**src/rtl/bean_ctrl_pkg.sv**
```systemverilog
// Shared control encodings for the multicycle RV32I core: opcodes, FSM states,
// datapath select/mode encodings and the strobe bundle driven by the controller.
package bean_ctrl_pkg;

  localparam logic [6:0] OPC_OP     = 7'b0110011;
  localparam logic [6:0] OPC_OP_IMM = 7'b0010011;
  localparam logic [6:0] OPC_LUI    = 7'b0110111;
  localparam logic [6:0] OPC_AUIPC  = 7'b0010111;
  localparam logic [6:0] OPC_JAL    = 7'b1101111;
  localparam logic [6:0] OPC_JALR   = 7'b1100111;
  localparam logic [6:0] OPC_BRANCH = 7'b1100011;
  localparam logic [6:0] OPC_STORE  = 7'b0100011;
  localparam logic [6:0] OPC_LOAD   = 7'b0000011;

  typedef logic [2:0] state_t;
  localparam state_t ST_INIT    = 3'd0;
  localparam state_t ST_FETCH   = 3'd1;
  localparam state_t ST_EXEC    = 3'd2;
  localparam state_t ST_LOAD_WB = 3'd3;
  localparam state_t ST_HALT    = 3'd4;
  localparam state_t ST_TRAP    = 3'd5;

  localparam logic [1:0] REG_SEL_MEM = 2'b00;
  localparam logic [1:0] REG_SEL_ALU = 2'b01;
  localparam logic [1:0] REG_SEL_PC4 = 2'b10;
  localparam logic [1:0] REG_SEL_IMM = 2'b11;

  localparam logic [1:0] PC_SEL_PC4 = 2'b00;
  localparam logic [1:0] PC_SEL_IMM = 2'b01;
  localparam logic [1:0] PC_SEL_ALU = 2'b10;

  localparam logic [2:0] IMM_NONE = 3'b000;
  localparam logic [2:0] IMM_S    = 3'b001;
  localparam logic [2:0] IMM_B    = 3'b010;
  localparam logic [2:0] IMM_I    = 3'b011;
  localparam logic [2:0] IMM_U    = 3'b100;
  localparam logic [2:0] IMM_J    = 3'b101;

  localparam logic [3:0] ALU_ADD  = 4'b0000;
  localparam logic [3:0] ALU_SUB  = 4'b0001;
  localparam logic [3:0] ALU_SLL  = 4'b0010;
  localparam logic [3:0] ALU_SLT  = 4'b0011;
  localparam logic [3:0] ALU_SLTU = 4'b0100;
  localparam logic [3:0] ALU_XOR  = 4'b0101;
  localparam logic [3:0] ALU_SRL  = 4'b0110;
  localparam logic [3:0] ALU_SRA  = 4'b0111;
  localparam logic [3:0] ALU_OR   = 4'b1000;
  localparam logic [3:0] ALU_AND  = 4'b1001;

  localparam logic [2:0] MEM_WORD = 3'b010;

  typedef struct packed {
    logic       reg_we;
    logic       rs1_sel;
    logic       rs2_sel;
    logic       addrs_sel;
    logic       pc_en;
    logic       instr_en;
    logic       alu_mem_en;
    logic       mem_in_en;
    logic       mem_we;
    logic [1:0] reg_sel;
    logic [1:0] pc_sel;
    logic [2:0] imm_sel;
    logic [3:0] alu_mode;
    logic [2:0] mem_mode;
  } ctrl_t;

  // Branch condition selected by funct3; the two unused encodings never take.
  function automatic logic branch_taken(input logic [2:0] funct3, input logic eq,
                                        input logic lt, input logic ltu);
    logic taken;
    case (funct3)
      3'b000:  taken = eq;
      3'b001:  taken = !eq;
      3'b100:  taken = lt;
      3'b101:  taken = !lt;
      3'b110:  taken = ltu;
      3'b111:  taken = !ltu;
      default: taken = 1'b0;
    endcase
    return taken;
  endfunction

endpackage

```
**src/rtl/alu_decoder.sv**
```systemverilog
// Maps funct3/funct7[5] of OP and OP-IMM instructions to an ALU operation;
// every other opcode gets ADD (address and PC-relative arithmetic).
module alu_decoder
  import bean_ctrl_pkg::*;
(
  input  logic [6:0] opcode,
  input  logic [2:0] funct3,
  input  logic       funct7_5,
  output logic [3:0] alu_mode
);

  logic is_op;
  logic is_arith;

  assign is_op    = (opcode == OPC_OP);
  assign is_arith = is_op || (opcode == OPC_OP_IMM);

  always_comb begin
    alu_mode = ALU_ADD;
    if (is_arith) begin
      case (funct3)
        // funct7[5] of an immediate-form ADDI is immediate data, not SUB.
        3'b000:  alu_mode = (is_op && funct7_5) ? ALU_SUB : ALU_ADD;
        3'b001:  alu_mode = ALU_SLL;
        3'b010:  alu_mode = ALU_SLT;
        3'b011:  alu_mode = ALU_SLTU;
        3'b100:  alu_mode = ALU_XOR;
        3'b101:  alu_mode = funct7_5 ? ALU_SRA : ALU_SRL;
        3'b110:  alu_mode = ALU_OR;
        default: alu_mode = ALU_AND;
      endcase
    end
  end

endmodule

```
**src/rtl/multicycle_control_unit.sv**
```systemverilog
// Control FSM for the multicycle RV32I datapath: FETCH/EXEC/LOAD_WB sequencing,
// strobe decode, retired-instruction counter, halt handshake and illegal-opcode trap.
module multicycle_control_unit
  import bean_ctrl_pkg::*;
#(
  parameter int CNT_W = 32
) (
  input  logic             clk,
  input  logic             reset,
  input  logic [31:0]      instr,
  input  logic             cmp_EQ,
  input  logic             cmp_LT,
  input  logic             cmp_LTU,
  input  logic             halt_REQ,
  output logic             reg_WE,
  output logic             rs1_SEL,
  output logic             rs2_SEL,
  output logic             addrs_SEL,
  output logic             pc_EN,
  output logic             instr_EN,
  output logic             ALU_mem_EN,
  output logic             mem_in_EN,
  output logic             mem_WE,
  output logic [1:0]       reg_SEL,
  output logic [1:0]       pc_SEL,
  output logic [2:0]       imm_SEL,
  output logic [2:0]       mem_MODE,
  output logic [3:0]       ALU_MODE,
  output logic             halted,
  output logic             illegal_INSTR,
  output logic [CNT_W-1:0] instret,
  output logic [2:0]       state_dbg
);

  state_t     state;
  state_t     state_nxt;
  ctrl_t      ctrl;
  logic       retire;
  logic       trap_entry;
  logic [6:0] opcode;
  logic [2:0] funct3;
  logic [3:0] dec_alu_mode;
  logic       unused_instr_bits;

  assign opcode            = instr[6:0];
  assign funct3            = instr[14:12];
  assign unused_instr_bits = ^{instr[31], instr[29:15], instr[11:7]};

  alu_decoder u_alu_decoder (
    .opcode   (opcode),
    .funct3   (funct3),
    .funct7_5 (instr[30]),
    .alu_mode (dec_alu_mode)
  );

  always_comb begin
    ctrl       = '0;
    state_nxt  = state;
    retire     = 1'b0;
    trap_entry = 1'b0;
    case (state)
      ST_INIT: state_nxt = ST_FETCH;
      ST_FETCH: begin
        ctrl.addrs_sel = 1'b1;
        ctrl.instr_en  = 1'b1;
        ctrl.mem_in_en = 1'b1;
        ctrl.mem_mode  = MEM_WORD;
        state_nxt      = ST_EXEC;
      end
      ST_EXEC: begin
        retire     = 1'b1;
        ctrl.pc_en = 1'b1;
        case (opcode)
          OPC_OP: begin
            ctrl.reg_sel  = REG_SEL_ALU;
            ctrl.reg_we   = 1'b1;
            ctrl.alu_mode = dec_alu_mode;
          end
          OPC_OP_IMM: begin
            ctrl.rs2_sel  = 1'b1;
            ctrl.imm_sel  = IMM_I;
            ctrl.reg_sel  = REG_SEL_ALU;
            ctrl.reg_we   = 1'b1;
            ctrl.alu_mode = dec_alu_mode;
          end
          OPC_LUI: begin
            ctrl.reg_sel = REG_SEL_IMM;
            ctrl.imm_sel = IMM_U;
            ctrl.reg_we  = 1'b1;
          end
          OPC_AUIPC: begin
            ctrl.rs1_sel  = 1'b1;
            ctrl.rs2_sel  = 1'b1;
            ctrl.imm_sel  = IMM_U;
            ctrl.alu_mode = ALU_ADD;
            ctrl.reg_sel  = REG_SEL_ALU;
            ctrl.reg_we   = 1'b1;
          end
          OPC_JAL: begin
            ctrl.reg_sel = REG_SEL_PC4;
            ctrl.reg_we  = 1'b1;
            ctrl.pc_sel  = PC_SEL_IMM;
            ctrl.imm_sel = IMM_J;
          end
          OPC_JALR: begin
            ctrl.reg_sel  = REG_SEL_PC4;
            ctrl.reg_we   = 1'b1;
            ctrl.rs2_sel  = 1'b1;
            ctrl.imm_sel  = IMM_I;
            ctrl.alu_mode = ALU_ADD;
            ctrl.pc_sel   = PC_SEL_ALU;
          end
          OPC_BRANCH: begin
            ctrl.imm_sel = IMM_B;
            ctrl.pc_sel  = branch_taken(funct3, cmp_EQ, cmp_LT, cmp_LTU) ? PC_SEL_IMM : PC_SEL_PC4;
          end
          OPC_STORE: begin
            ctrl.rs2_sel    = 1'b1;
            ctrl.imm_sel    = IMM_S;
            ctrl.alu_mode   = ALU_ADD;
            ctrl.alu_mem_en = 1'b1;
            ctrl.mem_we     = 1'b1;
            ctrl.mem_mode   = funct3;
          end
          OPC_LOAD: begin
            // Address phase only; the PC advances once the data is written back.
            ctrl.pc_en      = 1'b0;
            ctrl.rs2_sel    = 1'b1;
            ctrl.imm_sel    = IMM_I;
            ctrl.alu_mode   = ALU_ADD;
            ctrl.alu_mem_en = 1'b1;
            ctrl.mem_in_en  = 1'b1;
            ctrl.mem_mode   = funct3;
            retire          = 1'b0;
            state_nxt       = ST_LOAD_WB;
          end
          default: begin
            ctrl.pc_en = 1'b0;
            retire     = 1'b0;
            trap_entry = 1'b1;
            state_nxt  = ST_TRAP;
          end
        endcase
      end
      ST_LOAD_WB: begin
        ctrl.reg_sel = REG_SEL_MEM;
        ctrl.reg_we  = 1'b1;
        ctrl.pc_en   = 1'b1;
        ctrl.pc_sel  = PC_SEL_PC4;
        retire       = 1'b1;
      end
      ST_HALT: begin
        if (!halt_REQ) state_nxt = ST_FETCH;
      end
      ST_TRAP: state_nxt = ST_TRAP;
      default: state_nxt = ST_INIT;
    endcase
    // Halt is only honoured at an instruction boundary.
    if (retire) state_nxt = halt_REQ ? ST_HALT : ST_FETCH;
  end

  always_ff @(posedge clk or posedge reset) begin
    if (reset) begin
      state         <= ST_INIT;
      instret       <= '0;
      illegal_INSTR <= 1'b0;
    end else begin
      state <= state_nxt;
      if (retire) instret <= instret + CNT_W'(1);
      if (trap_entry) illegal_INSTR <= 1'b1;
    end
  end

  assign reg_WE     = ctrl.reg_we;
  assign rs1_SEL    = ctrl.rs1_sel;
  assign rs2_SEL    = ctrl.rs2_sel;
  assign addrs_SEL  = ctrl.addrs_sel;
  assign pc_EN      = ctrl.pc_en;
  assign instr_EN   = ctrl.instr_en;
  assign ALU_mem_EN = ctrl.alu_mem_en;
  assign mem_in_EN  = ctrl.mem_in_en;
  assign mem_WE     = ctrl.mem_we;
  assign reg_SEL    = ctrl.reg_sel;
  assign pc_SEL     = ctrl.pc_sel;
  assign imm_SEL    = ctrl.imm_sel;
  assign mem_MODE   = ctrl.mem_mode;
  assign ALU_MODE   = ctrl.alu_mode;
  assign halted     = (state == ST_HALT);
  assign state_dbg  = state;

endmodule

```
**config.mk**
```make
export PLATFORM = sky130hd
export DESIGN_NAME = multicycle_control_unit
export DESIGN_NICKNAME = d
export VERILOG_FILES = /design/src/rtl/bean_ctrl_pkg.sv /design/src/rtl/alu_decoder.sv /design/src/rtl/multicycle_control_unit.sv
export SDC_FILE = /design/constraint.sdc
export NUM_CORES = 1
export LEC_CHECK = 0
export BUFFER_PORTS_ARGS = -buffer_cell sky130_fd_sc_hd__buf_4
export CAP_MARGIN = 5
export CORE_AREA = 4 4 54 105
export CTS_BUF_LIST = sky130_fd_sc_hd__clkbuf_4 sky130_fd_sc_hd__clkbuf_8
export DETAILED_ROUTE_END_ITERATION = 7
export DIE_AREA = 0 0 58 109
export HOLD_SLACK_MARGIN = 0.15
export MAX_ROUTING_LAYER = met4
export PLACE_DENSITY_LB_ADDON = 0.2
export SYNTH_ARGS = -nofsm -noshare
export SYNTH_HDL_FRONTEND = slang
export SYNTH_SLANG_ARGS = --single-unit
```
**constraint.sdc**
```tcl
create_clock -name clk -period 1.85 [get_ports clk]
set_clock_uncertainty 0.15 [all_clocks]
set_input_delay 0 -clock clk [delete_from_list [all_inputs] [get_ports clk]]
set_output_delay 0 -clock clk [all_outputs]
set_load 0.01 [all_outputs]
```
==> flow_summary_export.csv <==
group,metric,value,unit
power_and_ir_drop,pwr-share-seq,29.7,%
worst_hold_path,min_path_type,"input port to flip-flop",
critical_path,crit_top_cell,"buf_4",
synthesis,yosysWarningCount,0,
placed_design,post-place-ws,-187,ps
synthesis,synthArstFlopShare,100,%
timing,fin_crit,1930,ps
cts,root_buffer,"clkbuf_8",
layout,diodes,0,
drt,wire_per_inst,16.2,um
drt,antenna_left,0,
timing,rsz0062_at_grt,"true",
critical_path,critPathLaunchType,"flip-flop",
timing,drv_slew,0,
synthesis,synth_fp_nets,271,
power_and_ir_drop,internal_power,2140,uW
synthesis,yosysMostFrequentCell,"dfrtp_1",
cts,numClockSinks,36,
flow_run,maxCapViolations,0,
cts,hold_buffers,7,
placed_design,port_buffers,76,
critical_path,crit_path_max_incr_delay,370,ps
synthesis,yosys.area.top_type,"dfrtp_1",
layout,drive_above_1_share,45.2,%
cts,cts-buffers-inserted,5,
power_and_ir_drop,p_leak,0.00172,uW
drt,wirelength,6.79,mm
synthesis,synthFlopType,"dfrtp_1",
drt,drt_iter0_markers,41,
cts,clk_pin_slew,80,ps
power_and_ir_drop,total_power,3190,uW
cts,htreeDepth,2,
grt,grt_first_pass_wirelength,10.9,mm
synthesis,synth.cell_area,2100,um^2
critical_path,cp_top_family,"simple AND/OR/NAND/NOR gates",
timing,finalSetupViolCount,7,
grt,grt_use_total,23.2,%
drt,drc,0,
critical_path,worstPathCellList,"nand4_1, buf_4, nor4_4, buf_4, o211ai_1, nor3_1, xor2_1",
layout,multi_input_area,1320,um^2
floorplan,dieArea,6320,um^2
synthesis,netlist_instances,232,
layout,nets,401,
floorplan,die_w,58,um
grt,antenna_found_initial,0,
timing,setup_slack,-76.6,ps
grt,grt_pass1_vias,2348,
power_and_ir_drop,comb_power_share,39.7,%
power_and_ir_drop,switching_power,1040,uW
synthesis,ys_types,43,
critical_path,critPathArrivalTime,2000,ps
placed_design,dpl.hpwl,5.07,mm
placed_design,gp_congestion,0.828,
synthesis,seq_area_frac_synth,43.0,%
synthesis,synthDominantCellAreaShare,43.0,%
cts,cts_tree,"yes",
synthesis,synth_edf_count,0,
floorplan,core_area,4860,um^2
critical_path,cp-end-kind,"flip-flop",
timing,hold_violations,0,
critical_path,slowest_stage,"dfrtp_1",
layout,ff_latch_area,902,um^2
timing,slew_headroom,61.7,%
synthesis,synth_commonest_cells,"36 x dfrtp_1, 29 x nand2_1, 26 x nor2_1",
layout,finish.utilization,71.5,%
power_and_ir_drop,swShare,32.7,%
timing,max_freq,519,MHz
timing,hold_slack,75.0,ps
layout,areaGrowthSynthToFinish,65.8,%
synthesis,synth.avg_cell_area,9.04,um^2
floorplan,row_count,36,
drt,drtPass1Iterations,4,
synthesis,yosys_register_bits,36,
timing,worst_slew_pin_slew,574,ps
critical_path,cp_data_required_time,1920,ps
critical_path,rr_worst_depth,7,
cts,clk_latency,290,ps
critical_path,crit_fanout,4,
critical_path,path_class,"flip-flop to flip-flop",
power_and_ir_drop,ir_worst_vdd,0.741,mV
grt,overflow,0,
power_and_ir_drop,power.density,917,nW/um^2
grt,grt_max_degree,19,
worst_hold_path,hold_depth,5,
floorplan,die_h,109,um
timing,final.period_utilization,104,%
run_status,status,"finished with violations",
cts,cts_buffer_depth,2,
power_and_ir_drop,pwr-share-clk,30.7,%
floorplan,initial_core_util,43.1,%
synthesis,synthTopCellsByArea,"dfrtp_1 43%, xor2_1 8.4%, xnor2_1 5.4%, nand2_1 5.2%, nor2_1 4.7%",
floorplan,ioPinCount,98,
drt,vias,2263,
run_status,violations,"negative setup slack",
critical_path,critical_path_depth,7,
critical_path,path_buf_inv,2,
layout,fill_cells,406,
drt,vias_per_cell,5.39,
-- flip-flops by register name, indices dropped and copies added (netlist names) --
name           cells
illegal_INSTR      1
instret           32
state_dbg          3
-- timing repair --
item / CTS / global route
setup buffers: 4 / 5
endpoints found under the setup margin: 22 / 27
endpoints found under the hold margin: 40 / 1
gates resized for setup: 16 / 16
pin swaps: 9 / 7
-- final cells by class --
| class | count | share of cell area [%] |
|---|---|---|
| tap | 57 | 2.05 |
| timing repair buffer | 129 | 28.5 |
| sequential | 36 | 26.0 |
| inverter | 8 | 0.864 |
| clock buffer | 5 | 1.98 |
| clock inverter | 3 | 2.59 |
| multi-input combinational | 182 | 38.1 |
-- final timing paths --
check / start / end / slack [ps]
max: instret[10] / instret[17] / -80
min: instr[6] / state_dbg[1] / 80
max reg2reg: instret[10] / instret[17] / -80
min reg2reg: illegal_INSTR / illegal_INSTR / 320
max in group asynchronous: reset / instret[3] / 480
min in group asynchronous: reset / instret[1] / 590
-- worst min-delay path: cells and delay by family --
kind | cells | cell delay (ps)
simple gates | 2 | 210
compound gates | 1 | 70
buf+inv | 2 | 200
-- per-layer routing --
layer  GRT usage (%)  share of wire (%)  routed length, um
met1            20.3                 32               2150
met2            46.1                 62               4180
met3            2.73                3.8                257
met4            11.3                2.9                200
met5               -                  0                  0
-- metrics by stage --
step,TNS [ps],instance area [um^2],std cells
2_1_floorplan,-292,2130,232
3_3_place_gp,-332,3020,396
3_5_place_dp,-1210,3020,396
4_1_cts,-84.8,3360,415
5_1_grt,-1460,3480,420
6_report,-318,3480,420
-- cells by family after synthesis --
group | share of synthesized area (%)
DFF | 43.0
buffers and inverters | 2.86
AOI/OAI and AO/OA | 9.73
adders and majority gates | 0.597
and+or+nand+nor | 29.6
muxes | 0.477
xor gates and xnor gates | 13.8
-- power groups by stage --
stage / Clock [uW] / Combinational, uW / Sequential [uW]
6_report: 978 / 1260 / 946
5_1_grt: 1010 / 1370 / 956
4_1_cts: 980 / 1190 / 938
3_5_place_dp: 0 / 1110 / 952
3_3_place_gp: 0 / 1090 / 947
2_1_floorplan: 0 / 459 / 1020
-- placed cells by master (no fill, tap or decap), drive strengths merged, types with 5 or more instances in the layout --
master	instances
buf	122
dfrtp	36
nand2	29
nor2	27
xor2	20
nor3	17
xnor2	13
nand3	12
nand4	11
nor4	9
inv	7
dlygate4sd3	7
clkbuf	5
o21ai	5
a21oi	5
No activity file was read; power rests on OpenSTA's default activity.
